<file path="src/rtl/uart_boot_loader.sv">
// uart_boot_loader: autobaud UART loader writing N big-endian words to instruction memory, then releasing the CPU.
// Define BOOT_CHECKSUM_EN to require a trailing checksum word (sum of payload words mod 2^32).
`timescale 1ns/1ps
module uart_boot_loader #(
    parameter int          DIV_W     = 16,
    parameter logic [31:0] BASE_ADDR = 32'h0000_0000,
    parameter int          MAX_WORDS = 1024,
    parameter int          MIN_DIV   = 16
) (
    input  logic             clock,
    input  logic             reset,
    input  logic             rx,
    output logic             mem_valid,
    input  logic             mem_ready,
    output logic [31:0]      mem_addr,
    output logic [31:0]      mem_wdata,
    output logic             cpu_reset_n,
    output logic             boot_done,
    output logic             boot_error,
    output logic [DIV_W-1:0] baud_div
);
    // Wide enough to hold the 9-bit-period skip after the sync byte.
    localparam int CW = DIV_W + 4;
    localparam logic [CW-1:0] CNT_SAT = {4'd0, {DIV_W{1'b1}}};
    localparam logic [CW-1:0] MIN_C   = CW'(MIN_DIV);

    typedef enum logic [3:0] {SYNC, MEASURE, SKIP, IDLE, START, DATA, STOP, DONE, ERROR} state_t;

    state_t state_q, state_d;
    logic rx_meta_q, rx_s_q, rx_prev_q;
    logic [CW-1:0] cnt_q, cnt_d;
    logic [DIV_W-1:0] baud_div_q, baud_div_d;
    logic [2:0] bit_cnt_q, bit_cnt_d;
    logic [7:0] byte_q, byte_d;
    logic [1:0] byte_cnt_q, byte_cnt_d;
    logic [31:0] word_q, word_d, n_q, n_d, rcv_cnt_q, rcv_cnt_d, wr_cnt_q, wr_cnt_d;
    logic [31:0] mem_addr_q, mem_addr_d, mem_wdata_q, mem_wdata_d;
    logic have_n_q, have_n_d, mem_valid_q, mem_valid_d;
    logic word_done, csum_ok;
    logic [31:0] new_word;
    logic [CW-1:0] div_c, half_c, skip_c;
`ifdef BOOT_CHECKSUM_EN
    logic [31:0] sum_q, sum_d;
    logic csum_ok_q, csum_ok_d;
    assign csum_ok = csum_ok_q;
`else
    assign csum_ok = 1'b1;
`endif

    assign div_c    = {4'd0, baud_div_q};
    assign half_c   = {5'd0, baud_div_q[DIV_W-1:1]};
    assign skip_c   = div_c * CW'(9) - CW'(1);
    assign new_word = {word_q[23:0], byte_q};

    always_comb begin
        state_d     = state_q;
        cnt_d       = cnt_q;
        baud_div_d  = baud_div_q;
        bit_cnt_d   = bit_cnt_q;
        byte_d      = byte_q;
        byte_cnt_d  = byte_cnt_q;
        word_d      = word_q;
        n_d         = n_q;
        rcv_cnt_d   = rcv_cnt_q;
        wr_cnt_d    = wr_cnt_q;
        mem_addr_d  = mem_addr_q;
        mem_wdata_d = mem_wdata_q;
        have_n_d    = have_n_q;
        mem_valid_d = mem_valid_q;
        word_done   = 1'b0;
`ifdef BOOT_CHECKSUM_EN
        sum_d       = sum_q;
        csum_ok_d   = csum_ok_q;
`endif
        if (mem_valid_q && mem_ready) begin
            mem_valid_d = 1'b0;
            mem_addr_d  = mem_addr_q + 32'd4;
            wr_cnt_d    = wr_cnt_q + 32'd1;
        end
        case (state_q)
            SYNC: if (!rx_s_q) begin
                state_d = MEASURE;
                cnt_d   = CW'(1);
            end
            MEASURE: if (rx_s_q) begin
                if (cnt_q < MIN_C) state_d = SYNC;
                else begin
                    baud_div_d = cnt_q[DIV_W-1:0];
                    cnt_d      = CW'(1);
                    state_d    = SKIP;
                end
            end else if (cnt_q == CNT_SAT) state_d = ERROR;
            else cnt_d = cnt_q + CW'(1);
            SKIP: if (cnt_q >= skip_c) state_d = IDLE;
            else cnt_d = cnt_q + CW'(1);
            IDLE: if (rx_prev_q && !rx_s_q) begin
                state_d = START;
                cnt_d   = CW'(1);
            end
            START: if (cnt_q >= half_c) begin
                state_d   = rx_s_q ? IDLE : DATA;
                cnt_d     = CW'(1);
                bit_cnt_d = 3'd0;
            end else cnt_d = cnt_q + CW'(1);
            DATA: if (cnt_q >= div_c) begin
                byte_d    = {rx_s_q, byte_q[7:1]};
                cnt_d     = CW'(1);
                bit_cnt_d = bit_cnt_q + 3'd1;
                if (bit_cnt_q == 3'd7) state_d = STOP;
            end else cnt_d = cnt_q + CW'(1);
            STOP: if (cnt_q >= div_c) begin
                if (!rx_s_q) state_d = ERROR;
                else begin
                    state_d    = IDLE;
                    word_d     = new_word;
                    byte_cnt_d = byte_cnt_q + 2'd1;
                    word_done  = byte_cnt_q == 2'd3;
                end
            end else cnt_d = cnt_q + CW'(1);
            default: ;
        endcase
        if (word_done) begin
            if (!have_n_q) begin
                have_n_d = 1'b1;
                n_d      = new_word;
                if (new_word > 32'(MAX_WORDS)) state_d = ERROR;
            end else if (rcv_cnt_q != n_q) begin
                // A handshake on this same cycle frees the port, so only a stalled write is an overrun.
                if (mem_valid_q && !mem_ready) state_d = ERROR;
                else begin
                    mem_valid_d = 1'b1;
                    mem_wdata_d = new_word;
                    rcv_cnt_d   = rcv_cnt_q + 32'd1;
`ifdef BOOT_CHECKSUM_EN
                    sum_d       = sum_q + new_word;
`endif
                end
            end
`ifdef BOOT_CHECKSUM_EN
            else if (!csum_ok_q) begin
                if (new_word == sum_q) csum_ok_d = 1'b1;
                else state_d = ERROR;
            end
`endif
        end
        if (have_n_q && wr_cnt_q == n_q && !mem_valid_q && csum_ok && state_d != ERROR) state_d = DONE;
        if (state_d == ERROR) mem_valid_d = 1'b0;
    end

    always_ff @(posedge clock) begin
        if (!reset) begin
            state_q     <= SYNC;
            rx_meta_q   <= 1'b1;
            rx_s_q      <= 1'b1;
            rx_prev_q   <= 1'b1;
            cnt_q       <= '0;
            baud_div_q  <= '0;
            bit_cnt_q   <= '0;
            byte_q      <= '0;
            byte_cnt_q  <= '0;
            word_q      <= '0;
            n_q         <= '0;
            rcv_cnt_q   <= '0;
            wr_cnt_q    <= '0;
            mem_addr_q  <= BASE_ADDR;
            mem_wdata_q <= '0;
            have_n_q    <= 1'b0;
            mem_valid_q <= 1'b0;
`ifdef BOOT_CHECKSUM_EN
            sum_q       <= '0;
            csum_ok_q   <= 1'b0;
`endif
        end else begin
            state_q     <= state_d;
            rx_meta_q   <= rx;
            rx_s_q      <= rx_meta_q;
            rx_prev_q   <= rx_s_q;
            cnt_q       <= cnt_d;
            baud_div_q  <= baud_div_d;
            bit_cnt_q   <= bit_cnt_d;
            byte_q      <= byte_d;
            byte_cnt_q  <= byte_cnt_d;
            word_q      <= word_d;
            n_q         <= n_d;
            rcv_cnt_q   <= rcv_cnt_d;
            wr_cnt_q    <= wr_cnt_d;
            mem_addr_q  <= mem_addr_d;
            mem_wdata_q <= mem_wdata_d;
            have_n_q    <= have_n_d;
            mem_valid_q <= mem_valid_d;
`ifdef BOOT_CHECKSUM_EN
            sum_q       <= sum_d;
            csum_ok_q   <= csum_ok_d;
`endif
        end
    end

    assign mem_valid   = mem_valid_q;
    assign mem_addr    = mem_addr_q;
    assign mem_wdata   = mem_wdata_q;
    assign baud_div    = baud_div_q;
    assign boot_done   = state_q == DONE;
    assign cpu_reset_n = state_q == DONE;
    assign boot_error  = state_q == ERROR;
endmodule

</file>
<file path="config.mk">
export PLATFORM = sky130hd
export DESIGN_NAME = uart_boot_loader
export DESIGN_NICKNAME = d
export VERILOG_FILES = /design/src/rtl/uart_boot_loader.sv
export SDC_FILE = /design/constraint.sdc
export NUM_CORES = 1
export LEC_CHECK = 0
export CAP_MARGIN = 10
export CORE_MARGIN = 3
export CORE_UTILIZATION = 40
export DETAILED_ROUTE_END_ITERATION = 8
export PLACE_DENSITY = 0.7
export SLEW_MARGIN = 30
export SYNTH_ARGS = -nofsm -noshare
export SYNTH_HDL_FRONTEND = slang
export SYNTH_SLANG_ARGS = --single-unit
</file>
<file path="constraint.sdc">
create_clock -name clock -period 7.08 [get_ports clock]
set_input_delay 1.062 -clock clock [delete_from_list [all_inputs] [get_ports clock]]
set_output_delay 1.062 -clock clock [all_outputs]
set_load 0.02 [all_outputs]
</file>
== After elaboration in Yosys (flattened, before gate mapping) ==
Index checks and enable logic that the tools add are counted.
Storage, ports and cells
  bits in registers: 242
  bits in latches: 0
  bits in writable memories: 0
  memory bits (read-only): 0
  input bits: 4
  output and inout port bits: 84
  word-level logic and storage cells: 117
  memories: 0
Cells by class
  $add $sub $neg: 7
  multiply operators: 1
  divide/modulo/power cells: 0
  order comparisons: 5
  eq/ne operators: 23
  shift operators: 0
  muxes and demuxes: 40
  bitwise gates (word level): 4
  reductions and logical operators: 20
Operator list (count)
  $mux W20: 9
  $pmux W20 S7: 1
  $add A32 B1 Y32 const B: 2
  $mux W4: 16
  $add A32 B3 Y32 const B: 1
  $eq A32 B32 Y1: 1
  $gt A32 B11 Y1 const B: 1
  $ne A32 B32 Y1: 1
  $pmux W4 S7: 1
  $add A20 B1 Y20 const B: 1
  $eq A20 B16 Y1 const B: 1
  $ge A20 B15 Y1: 1
  $ge A20 B16 Y1: 1
  $ge A20 B20 Y1: 1
  $lt A20 B5 Y1 const B: 1
  $mul A16 B4 Y20 const B: 1
  $sub A20 B1 Y20 const B: 1
  $eq A4 B3 Y1 const B: 4
  $ne A2 B2 Y1 const B: 6
  $mux W3: 3
  $reduce_and A3 Y1: 3
  $eq A4 B2 Y1 const B: 2
  $eq A4 B4 Y1 const B: 2
  $mux W1: 8
  19 further kinds: 31

== Longest topological paths before layout ==
Gate-level depths: netlist of the first run.
  depth in word-level cells: 14
  mapped depth: 26
  mapped depth without buffers: 25

== Worst setup path before layout of the first run ==
No wires, ideal clock.
  path kind: reg-to-reg
  from: register baud_div_q[2] (netlist: baud_div[2])
  to: register cnt_q[10]
  library setup time: 0.117 ns
  arrival: 5.208 ns
  data required time: 6.963 ns
  path slack: 1.755 ns
  stages on the path, launching flop included: 23
  buffers on the path: 1
  period minus slack after synthesis: 5.325 ns
  cells stage by stage: dfxtp_1 > inv_1 > ha_1 > inv_1 > fa_1 > inv_1 > ha_1 > o41ai_1 > o21ai_0 > o41ai_1 > o21ai_0 > a21o_1 > a21oi_1 > xor2_1 > ha_1 > and4_1 > a21oi_1 > a21oi_1 > nor4_1 > o211ai_1 > o21ai_1 > buf_2 > nor2_1
Between the ends
  word-level cells in the longest chain between the ends: 5
  elaborated cells between the ends (all ways): 11
  classes of those cells: 1 x add/sub; 1 x mul; 3 x order compare; 2 x eq/ne; 3 x mux; 1 x reduce/logical
Ends and longest elaborated chain
  start, declared: line 32  | logic [DIV_W-1:0] baud_div_q, baud_div_d;
  start signal, assigned: line 179  | baud_div_q <= baud_div_d;
  $mul A16 B4 Y20: line 52  | assign skip_c = div_c * CW'(9) - CW'(1);
  $sub A20 B1 Y20: line 52
  $ge A20 B20 Y1: line 94  | SKIP: if (cnt_q >= skip_c) state_d = IDLE;
  $ne A2 B2 Y1 (no line)
  $reduce_and A7 Y1 (no line)
  end signal, assigned: line 178  | cnt_q <= cnt_d;
  end, declared: line 31  | logic [CW-1:0] cnt_q, cnt_d;
Several ways; a longest one is shown, not always the timed one.
A chain may end at the register's enable or synchronous reset.

== Worst setup path in the final report of the first run ==
  from: register baud_div_q[2] (netlist: baud_div[2])
  to: register cnt_q[1]
The elaborated chain is that of the path after synthesis.

==> results of run 1 <==
## final cells by class
cell class	count	area, um2	area share, %
Multi-Input combinational cell	1137	8190	52.2
Sequential cell	240	4800	30.6
Timing Repair Buffer	92	921	5.86
Clock buffer	36	769	4.90
Tap cell	442	553	3.52
Inverter	82	308	1.96
Clock inverter	13	156	0.996
## worst min path at each step
stage                              endpoint  slack, ns  depth (start not counted)
after floorplan           rx_s_q$_SDFF_PN1_       0.39                          1
after global placement    rx_s_q$_SDFF_PN1_       0.40                          1
after detailed placement  rx_s_q$_SDFF_PN1_       0.41                          1
after CTS                 rx_s_q$_SDFF_PN1_       0.42                          1
after global routing      rx_s_q$_SDFF_PN1_       0.43                          1
final                     rx_s_q$_SDFF_PN1_       0.42                          1
## through the flow
step / total power [mW] / area [um2] / hold WS, ns / util [%] / std cells
2_1_floorplan: 1.41 / 13600 / 0.386 / - / 1518
3_3_place_gp: 1.42 / 14700 / 0.405 / 44.8 / 1992
3_5_place_dp: 1.42 / 14700 / 0.410 / 44.8 / 1992
4_1_cts: 2.87 / 15700 / 0.419 / 47.6 / 2041
5_1_grt: 2.93 / 15700 / 0.432 / 47.7 / 2042
6_report: 2.84 / 15700 / 0.416 / 47.7 / 2042
## registers in the layout (all words and copies together), names as in the netlist, 2 cells and up
| signal | cells |
|---|---|
| baud_div | 16 |
| bit_cnt_q | 3 |
| byte_cnt_q | 2 |
| byte_q | 8 |
| cnt_q | 20 |
| mem_addr | 30 |
| mem_wdata | 32 |
| n_q | 32 |
| rcv_cnt_q | 32 |
| state_q | 4 |
| word_q | 24 |
| wr_cnt_q | 32 |
## synth_stat cells (31+ instances only)
library cell / count / area, um2
a21boi_0: 36 / 270
a21oi_1: 34 / 170
and2_1: 92 / 576
clkbuf_1: 40 / 150
dfxtp_1: 240 / 4800
ha_1: 94 / 1180
inv_1: 82 / 308
mux2i_1: 83 / 831
nand2_1: 139 / 522
nand3_1: 56 / 280
nand4_1: 32 / 200
nor2_1: 59 / 221
nor2b_1: 95 / 594
o21ai_0: 31 / 155
xnor2_1: 99 / 867
xor2_1: 81 / 709
## placed cells by master (no fill, tap or decap), types with 6 or more instances in the layout
cell	instances
a21boi_0	36
a21o_1	12
a21oi_1	34
and2_1	92
and3_1	26
and4_1	15
buf_4	7
clkbuf_16	27
clkbuf_8	6
clkdlybuf4s50_1	84
dfxtp_1	240
fa_1	12
ha_1	94
inv_1	82
mux2i_1	83
nand2_1	138
nand2b_1	9
nand3_1	56
nand4_1	32
nor2_1	59
nor2b_1	95
nor3_1	25
nor4_1	25
o211ai_1	6
o21a_1	8
o21ai_0	30
or3_1	12
xnor2_1	99
xor2_1	81
## per-layer routing
layer / track usage [%] / vias up / part of all wire, %
met4: 5.52 / 0 / 3.0
met1: 24.3 / 4962 / 48
li1: - / 5311 / -
met3: 2.89 / 61 / 4.5
met2: 28.5 / 197 / 44
met5: 0 / - / 0
## critical path, stage by stage, from the launching register on
cell and delay [ns]:
dfxtp_1 0.46, inv_1 0.13, ha_1 0.31, inv_1 0.06, fa_1 0.53, inv_1 0.04, ha_1 0.25, o41ai_1 0.52
o21ai_0 0.23, o41ai_1 0.42, o21ai_0 0.28, a21o_1 0.23, a21oi_1 0.16, xor2_1 0.18, ha_1 0.25, and4_1 0.17
a21oi_1 0.16, a21oi_1 0.10, nor4_1 0.23, o211ai_1 0.34, buf_4 0.31, o21ai_1 0.31, buf_4 0.27, a21oi_1 0.07
## power breakdown
part / internal, mW / total, mW / switching, mW
clock network: 0.874 / 1.44 / 0.568
logic: 0.0168 / 0.0417 / 0.0249
registers: 1.35 / 1.35 / 0.00194
## kinds of logic (layout without fill, tap and decap cells)
group | Yosys count | in the layout | share of synthesized area, %
compound gates | 166 | 166 | 8.19
xor+xnor | 180 | 180 | 11.6
fa+ha+maj | 106 | 106 | 10.4
buf+inv | 141 | 223 | 4.25
flops | 240 | 240 | 35.4
mux | 83 | 83 | 6.13
other cells | 1 | 2 | 0.0277
simple gates | 600 | 600 | 23.9
==> flow_summary.json, run 1 <==
{
  "postCtsSetupRepairBufs": 0,
  "clock_path_buffers": 3,
  "path_class": "flip-flop to flip-flop",
  "gr-usage-all-layers_pct": 17.7,
  "ys.flop_type": "dfxtp_1",
  "leakage_nw": 7.02,
  "initial_core_util_pct": 41.1,
  "core_region_area_um2": 32900,
  "synth_seq_area_share_pct": 35.4,
  "synth_seq_cells": 240,
  "num_vias": 10500,
  "status": "complete, no violations",
  "cp-end-kind": "flip-flop",
  "grt_max_degree": 119,
  "dr.pass1.iters": 5,
  "cts-htree-levels": 1,
  "worstReg2RegStart": "baud_div[2]$_SDFFE_PN0P_",
  "ys_async_sr_fraction_pct": 0,
  "power_density_nw_per_um2": 181,
  "drc_errors": 0,
  "start_kind": "flip-flop",
  "cts_made_buffers": 27,
  "syn_inst": 1517,
  "crit_path_start": "baud_div[2]$_SDFFE_PN0P_",
  "ant_nets": 0,
  "worst_r2r_endpoint": "cnt_q[1]$_SDFFE_PN0P_",
  "port_buffers": 85,
  "drv_cap": 0,
  "drt-wirelength-per-cell_um": 15.7,
  "slew_headroom_pct": 40.0,
  "cp.required_ns": 7.49,
  "clockRootBuffer": "clkbuf_16",
  "yosys_warnings": 0,
  "synth_cell_types": 53,
  "clk_pin_slew_ns": 0.06,
  "die_x_um": 190,
  "min_from": "rx_meta_q$_SDFF_PN1_",
  "synth-edff-count": 0,
  "skew_ns": 0.00985,
  "syn2layout_area_growth_pct": 15.8,
  "cts.sinks": 240,
  "grt_pass1_vias": 10400,
  "die_area_um2": 36100,
  "antenna_found_initial": 0,
  "crit_fanout": 15,
  "drive_above_1_share_pct": 4.06,
  "post-route-period-util_pct": 86.7,
  "drt_wl_total_um": 32100,
  "crit_path_end": "cnt_q[1]$_SDFFE_PN0P_",
  "ios": 88,
  "setup_tns_ns": 0,
  "place_worst_setup_slack_ns": 1.04,
  "grt_overflow_total": 0,
  "grt_pass1_wl_um": 53400,
  "max_slew.worst_pin.slew_ns": 0.901,
  "vias_per_cell": 5.16,
  "critPathArrivalTime_ns": 6.55,
  "cts_tree": "done",
  "r2r_slack_ns": 0.94,
  "final_hold_viol_count": 0,
  "final-max-slew-violation-count": 0,
  "fp.dieH_um": 190,
  "max_clock_freq_ghz": 0.163,
  "rsz0062_at_grt": "no",
  "vdd_ir_drop_max_mv": 0.183,
  "cts_hold_buf": 0,
  "drt_iter0_markers": 655,
  "fp-row-count": 66,
  "r2r_cells": 23,
  "finalSetupViolations": 0,
  "gp_congestion": 0.895,
  "synth_area_per_cell_um2": 8.94,
  "period_minus_slack_ns": 6.14,
  "nets": 1690,
  "insertion_delay_ns": 0.53,
  "fillers": 3066,
  "syn_area_um2": 13600,
  "dpl.hpwl_um": 23200,
  "worstHoldPathType": "flip-flop to flip-flop",
  "cts_resized": 0,
  "n_antenna_cell": 0,
  "layout_setup_ws_ns": 0.943
}
Note: power is estimated with default switching activity, not from simulation.
==> run 2: changes to the inputs <==
--- a/config.mk
+++ b/config.mk
@@ -6,10 +6,12 @@
 export NUM_CORES = 1
 export LEC_CHECK = 0
 export CAP_MARGIN = 10
+export CELL_PAD_IN_SITES_DETAIL_PLACEMENT = 0
+export CELL_PAD_IN_SITES_GLOBAL_PLACEMENT = 1
 export CORE_MARGIN = 3
 export CORE_UTILIZATION = 40
 export DETAILED_ROUTE_END_ITERATION = 8
-export PLACE_DENSITY = 0.7
+export PLACE_DENSITY = 0.83
 export SLEW_MARGIN = 30
 export SYNTH_ARGS = -nofsm -noshare
 export SYNTH_HDL_FRONTEND = slang
==> flow_summary.json, run 2 (same netlist as run 1, synthesis figures left out) <==
{
  "cts_resized": 0,
  "clock_path_buffers": 3,
  "final-max-slew-violation-count": 0,
  "swShare_pct": 21.4,
  "max_clock_freq_ghz": 0.162,
  "gp_congestion": 0.899,
  "insertion_delay_ns": 0.55,
  "final_hold_viol_count": 0,
  "vdd_ir_drop_max_mv": 0.180,
  "drt-wirelength-per-cell_um": 16.1,
  "grt_max_degree": 102,
  "ant_nets": 0,
  "start_kind": "flip-flop",
  "cts_hold_buf": 0,
  "nets": 1691,
  "clk_pin_slew_ns": 0.06,
  "min_from": "word_q[18]$_SDFFE_PN0P_",
  "initial_core_util_pct": 41.1,
  "drt_wl_total_um": 32900,
  "power.share.clock_pct": 51.3,
  "internal-power_mw": 2.25,
  "fp.dieH_um": 190,
  "status": "complete, no violations",
  "fp-row-count": 66,
  "comb_power_share_pct": 1.4,
  "fin_cells": 2044,
  "vias_per_cell": 5.16,
  "dpl.hpwl_um": 23700,
  "setup_tns_ns": 0,
  "cp.required_ns": 7.52,
  "core_region_area_um2": 32900,
  "whs_path_depth": 2,
  "layout_setup_ws_ns": 0.906,
  "layout_common_cells": "dfxtp_1 (240), nand2_1 (138), xnor2_1 (99)",
  "cts-htree-levels": 1,
  "port_buffers": 85,
  "skew_ns": 0.0126,
  "num_vias": 10500,
  "critPathArrivalTime_ns": 6.61,
  "path_class": "flip-flop to flip-flop",
  "cts_tree": "done",
  "worstHoldPathType": "flip-flop to flip-flop",
  "n_antenna_cell": 0,
  "finalSetupViolations": 0,
  "drc_errors": 0,
  "rsz0062_at_grt": "no",
  "drive_above_1_share_pct": 4.00,
  "slew_headroom_pct": 38.4,
  "cts_made_buffers": 28,
  "grt_pass1_vias": 10400,
  "dr.pass1.iters": 5,
  "p_seq_share_pct": 47.3,
  "max_slew.worst_pin.slew_ns": 0.901,
  "clockRootBuffer": "clkbuf_16",
  "power_density_nw_per_um2": 182,
  "hold_end": "n_q[26]$_SDFFE_PN0P_",
  "grt_overflow_total": 0,
  "r2r_slack_ns": 0.91,
  "drv_cap": 0,
  "post-route-period-util_pct": 87.2,
  "p_switching_mw": 0.613,
  "worstReg2RegStart": "baud_div[2]$_SDFFE_PN0P_",
  "die_area_um2": 36100,
  "layout_commonest_cell": "dfxtp_1",
  "place_worst_setup_slack_ns": 0.993,
  "antenna_found_initial": 0,
  "gr-usage-all-layers_pct": 18.3,
  "cp-end-kind": "flip-flop",
  "cts.sinks": 240,
  "grt_pass1_wl_um": 54900,
  "fillers": 3146,
  "ios": 88,
  "worst_r2r_endpoint": "cnt_q[6]$_SDFFE_PN0P_",
  "drt_iter0_markers": 598,
  "crit_fanout": 23,
  "dp_cells": 1993,
  "leakage_nw": 7.00,
  "die_x_um": 190,
  "r2r_cells": 23,
  "syn2layout_area_growth_pct": 15.8,
  "period_minus_slack_ns": 6.17,
  "postCtsSetupRepairBufs": 0
}
[run 2: cell count changes in the layout (fill, tap and decap cells not counted)]
cell and delta:
clkinv_2 -1, clkinvlp_4 +3, clkbuf_1 +3, clkbuf_8 -4, clkbuf_16 +2, buf_4 +1
clkinv_4 -1, buf_16 -1
[run 2: worst max path at each step]
stage          slack, ns  cells past startpoint                endpoint                      from
2_1_floorplan       1.75                     22  cnt_q[10]$_SDFFE_PN0P_  baud_div[2]$_SDFFE_PN0P_
3_3_place_gp        1.11                     23   cnt_q[3]$_SDFFE_PN0P_  baud_div[2]$_SDFFE_PN0P_
3_5_place_dp        0.99                     23   cnt_q[6]$_SDFFE_PN0P_  baud_div[2]$_SDFFE_PN0P_
4_1_cts             0.95                     23   cnt_q[6]$_SDFFE_PN0P_  baud_div[2]$_SDFFE_PN0P_
5_1_grt             0.29                     23   cnt_q[5]$_SDFFE_PN0P_  baud_div[2]$_SDFFE_PN0P_
6_report            0.91                     23   cnt_q[6]$_SDFFE_PN0P_  baud_div[2]$_SDFFE_PN0P_
[run 2: power by group through the flow]
| stage | sequential [mW] | combinational, mW | clock (mW) |
|---|---|---|---|
| floorplan | 1.38 | 0.0318 | 0 |
| global placement | 1.38 | 0.0405 | 0 |
| global route | 1.35 | 0.0443 | 1.56 |
| CTS | 1.35 | 0.0410 | 1.51 |
| detailed placement | 1.38 | 0.0407 | 0 |
| finish | 1.35 | 0.0407 | 1.47 |
[run 2: routing by layer]
metal	GRT usage, %	routed length (um)	vias up
li1	-	-	5304
met1	25.6	16100	4981
met2	28.7	14400	197
met3	3.15	1480	62
met4	6.20	998	0
met5	0	0	-
[run 2: worst max-delay path, stage by stage, from the launching register on]
cell and delay (ns):
dfxtp_1 0.46, inv_1 0.13, ha_1 0.32, inv_1 0.06, fa_1 0.53, inv_1 0.04
ha_1 0.24, o41ai_1 0.52, o21ai_0 0.24, o41ai_1 0.44, o21ai_0 0.30, a21o_1 0.22
a21oi_1 0.16, xor2_1 0.17, ha_1 0.25, and4_1 0.19, a21oi_1 0.14, a21oi_1 0.10
nor4_1 0.25, o211ai_1 0.13, buf_4 0.24, o21ai_1 0.57, buf_4 0.29, a21oi_1 0.06
[run 2: cell type report]
cell class / count / area (um2) / area share (%)
Timing Repair Buffer: 92 / 901 / 5.74
Clock inverter: 14 / 165 / 1.05
Tap cell: 442 / 553 / 3.52
Sequential cell: 240 / 4800 / 30.6
Inverter: 82 / 308 / 1.96
Clock buffer: 37 / 776 / 4.94
Multi-Input combinational cell: 1137 / 8190 / 52.2
[run 2: metrics by stage]
step	power (mW)	area, um2	util [%]	hold WS, ns
final	2.86	15700	47.7	0.497
after global routing	2.95	15700	47.7	0.521
after CTS	2.90	15700	47.7	0.499
after detailed placement	1.42	14800	44.8	0.491
after global placement	1.42	14800	44.8	0.485
after floorplan	1.41	13600	-	0.386
==> variant: new RTL, config.mk and constraints of run 1 <==
Add a define of `BOOT_CHECKSUM_EN`.
--- a/src/rtl/uart_boot_loader.sv
+++ b/src/rtl/uart_boot_loader.sv
@@ -2,4 +2,6 @@
 // Define BOOT_CHECKSUM_EN to require a trailing checksum word (sum of payload words mod 2^32).
 `timescale 1ns/1ps
+`define BOOT_CHECKSUM_EN
+
 module uart_boot_loader #(
     parameter int          DIV_W     = 16,
Behaviour: same outputs for any inputs over 10 cycles, from zero or initial values and one cycle with reset low; that may be too few to reach the edited logic, so the function may still have changed.
==> variant against run 1 <==
Setup slack better by 0.017 ns. Final area is 17% higher. Sequential cell count increased by 33. Clock power is 20% higher. Power rose by 17%. Wire length up 30%. Global-route usage grew 1.9 points. Non-clock buffer count grew 2. Combinational power down 3%. Synthesized area grew 18%.
==> variant: results (changes against run 1) <==
| Metric | Value |
|---|---|
| First-pass GRT wire length | 67.8 mm (+27%) |
| HPWL Detailed | 30.0 mm (+30%) |
| Vias in the first global route | 13000 (+26%) |
| CP Data Arrival Time | 6.53 ns (-0.02 ns) |
| Placed instance count | 2440 (+22%) |
| Pint | 2.55 mW (+14%) |
| Post-cts sizing count | 0 (unchanged) |
| GP Congestion | 0.930 (+3.8%) |
| Synth cell types | 82 (+55%) |
| Nets@finish | 2100 (+24%) |
| Cells after synthesis | 1903 (+25%) |
| Fill count | 3728 (+22%) |
| Leakage | 7.98 nW (+14%) |
| Number of buffers created by CTS | 34 (+26%) |
| Critical path's top delay family | compound AO/OA/AOI/OAI gates |
| Pin count of the biggest net entering global routing | 124 (+4.2%) |
| Synth area leaders | dfxtp_1, ha_1, nor2_1 |
| DP Worst Slack | 1.09 ns (+0.0594 ns) |
| Register area share after synthesis | 0.342 (-0.0121) |
| Status | completed |
| CP max-delay cell | o21ai_2 |
| CP max stage delay | 0.80 ns (+0.27 ns) |
| Antenna violations before repair | 0 (unchanged) |
| Post-CTS setup buffers | 0 (unchanged) |
| Router iterations before antenna repair | 6 (+1) |
| Post-synth top cells | nor2_1, dfxtp_1, nand2_1, ha_1, a21oi_1 |
| Min-delay worst type | flip-flop to flip-flop |
| Clock transition at path regs | 0.06 ns (about the same) |
| Slew headroom | 0.392 (-0.00731) |
| Root Buffer | clkbuf_16 |
| Buffers on Ports | 85 (unchanged) |
| H-tree depth | 2 (+1) |
| Post-route insts no fill | 2501 (+22%) |
| Diode count | 0 (unchanged) |
| Max rail drop VDD | 213 uV (+17%) |
| Initial DRC Count | 869 (+33%) |
| Synth warn | 0 (unchanged) |
| Crit path max fanout | 19 (+4) |
| Post-synth ARST share | 0 (unchanged) |
| Routed wire length | 41.7 mm (+30%) |
| Vias/cell | 5.35 (+3.7%) |
| Clock Skews | 0.0130 ns (+0.00315 ns) |
| Clock buffer depth | 3 (unchanged) |
| Layout cells sized above 1 | 0.0499 (+0.00930) |
| All-Layer GR Usage | 0.196 (+0.0195) |
| Worst-Skew Late Latency | 0.56 ns (+0.03 ns) |
## variant: stage by stage
step	hold slack (ns)	util	power, mW	area (um2)
floorplan	0.386	-	1.60	16000
global placement	0.396	0.442	1.61	17200
detailed placement	0.396	0.442	1.61	17200
CTS	0.409	0.471	3.35	18400
global route	0.431	0.471	3.40	18400
finish	0.409	0.471	3.31	18400
## variant: path summary, 6_finish.rpt
kind / startpoint / endpoint / slack [ns] / cells after the start
worst max register to register: baud_div[2] / cnt_q[19] / 0.96 / 23
worst min-delay path: rx_meta_q / rx_s_q / 0.41 / 1
worst min register to register: rx_meta_q / rx_s_q / 0.41 / 1
worst max-delay path: baud_div[2] / cnt_q[19] / 0.96 / 23
## variant: cells by family (layout without fill, tap and decap cells)
logic type | count (synthesis) | in the layout | synth area share
compound gates | 268 | 268 | 0.107
simple gates | 745 | 745 | 0.221
mux | 92 | 92 | 0.0578
xor+xnor | 206 | 206 | 0.113
fa+ha+maj | 138 | 138 | 0.114
other cells | 1 | 2 | 0.000235
buf+inv | 180 | 259 | 0.0452
flops | 273 | 273 | 0.342
## variant: area by class of cell
type / instances / area share
multi-input cells: 1451 / 0.534
flip-flops and latches: 273 / 0.297
clock buffers: 50 / 0.0544
repair buffers: 94 / 0.0499
well taps: 518 / 0.0352
inverters: 104 / 0.0216
clock inverters: 11 / 0.00762
## variant: layer usage
layer,vias to the layer above,share of wire,global-route usage,wire length [um]
met3,80,0.043,0.0285,1800
li1,6673,-,-,-
met4,0,0.029,0.0727,1220
met5,-,0,0,0
met1,6318,0.47,0.267,19400
met2,303,0.46,0.317,19300
## variant: worst reg2reg max path, stage by stage, from the launching register on
cell and delay, ns:
dfxtp_1 0.47, inv_1 0.14, ha_1 0.32, inv_1 0.06, fa_1 0.53, inv_1 0.04
ha_1 0.28, inv_1 0.09, a21oi_1 0.06, o21ai_1 0.25, a311oi_1 0.19, or3_1 0.42
a31o_2 0.24, a21oi_1 0.17, xnor2_1 0.14, ha_1 0.27, a21oi_1 0.17, o21ai_0 0.13
a211oi_1 0.34, o2111ai_1 0.17, nand2_1 0.14, nand4_2 0.43, o21ai_2 0.80, nor2_1 0.12
## variant: power groups by stage
stage               combinational (mW)  clock [mW]  sequential, mW
CTS                             0.0408        1.77            1.54
global route                    0.0452        1.82            1.54
floorplan                       0.0309           0            1.57
detailed placement              0.0405           0            1.57
finish                          0.0405        1.73            1.54
global placement                0.0403           0            1.57
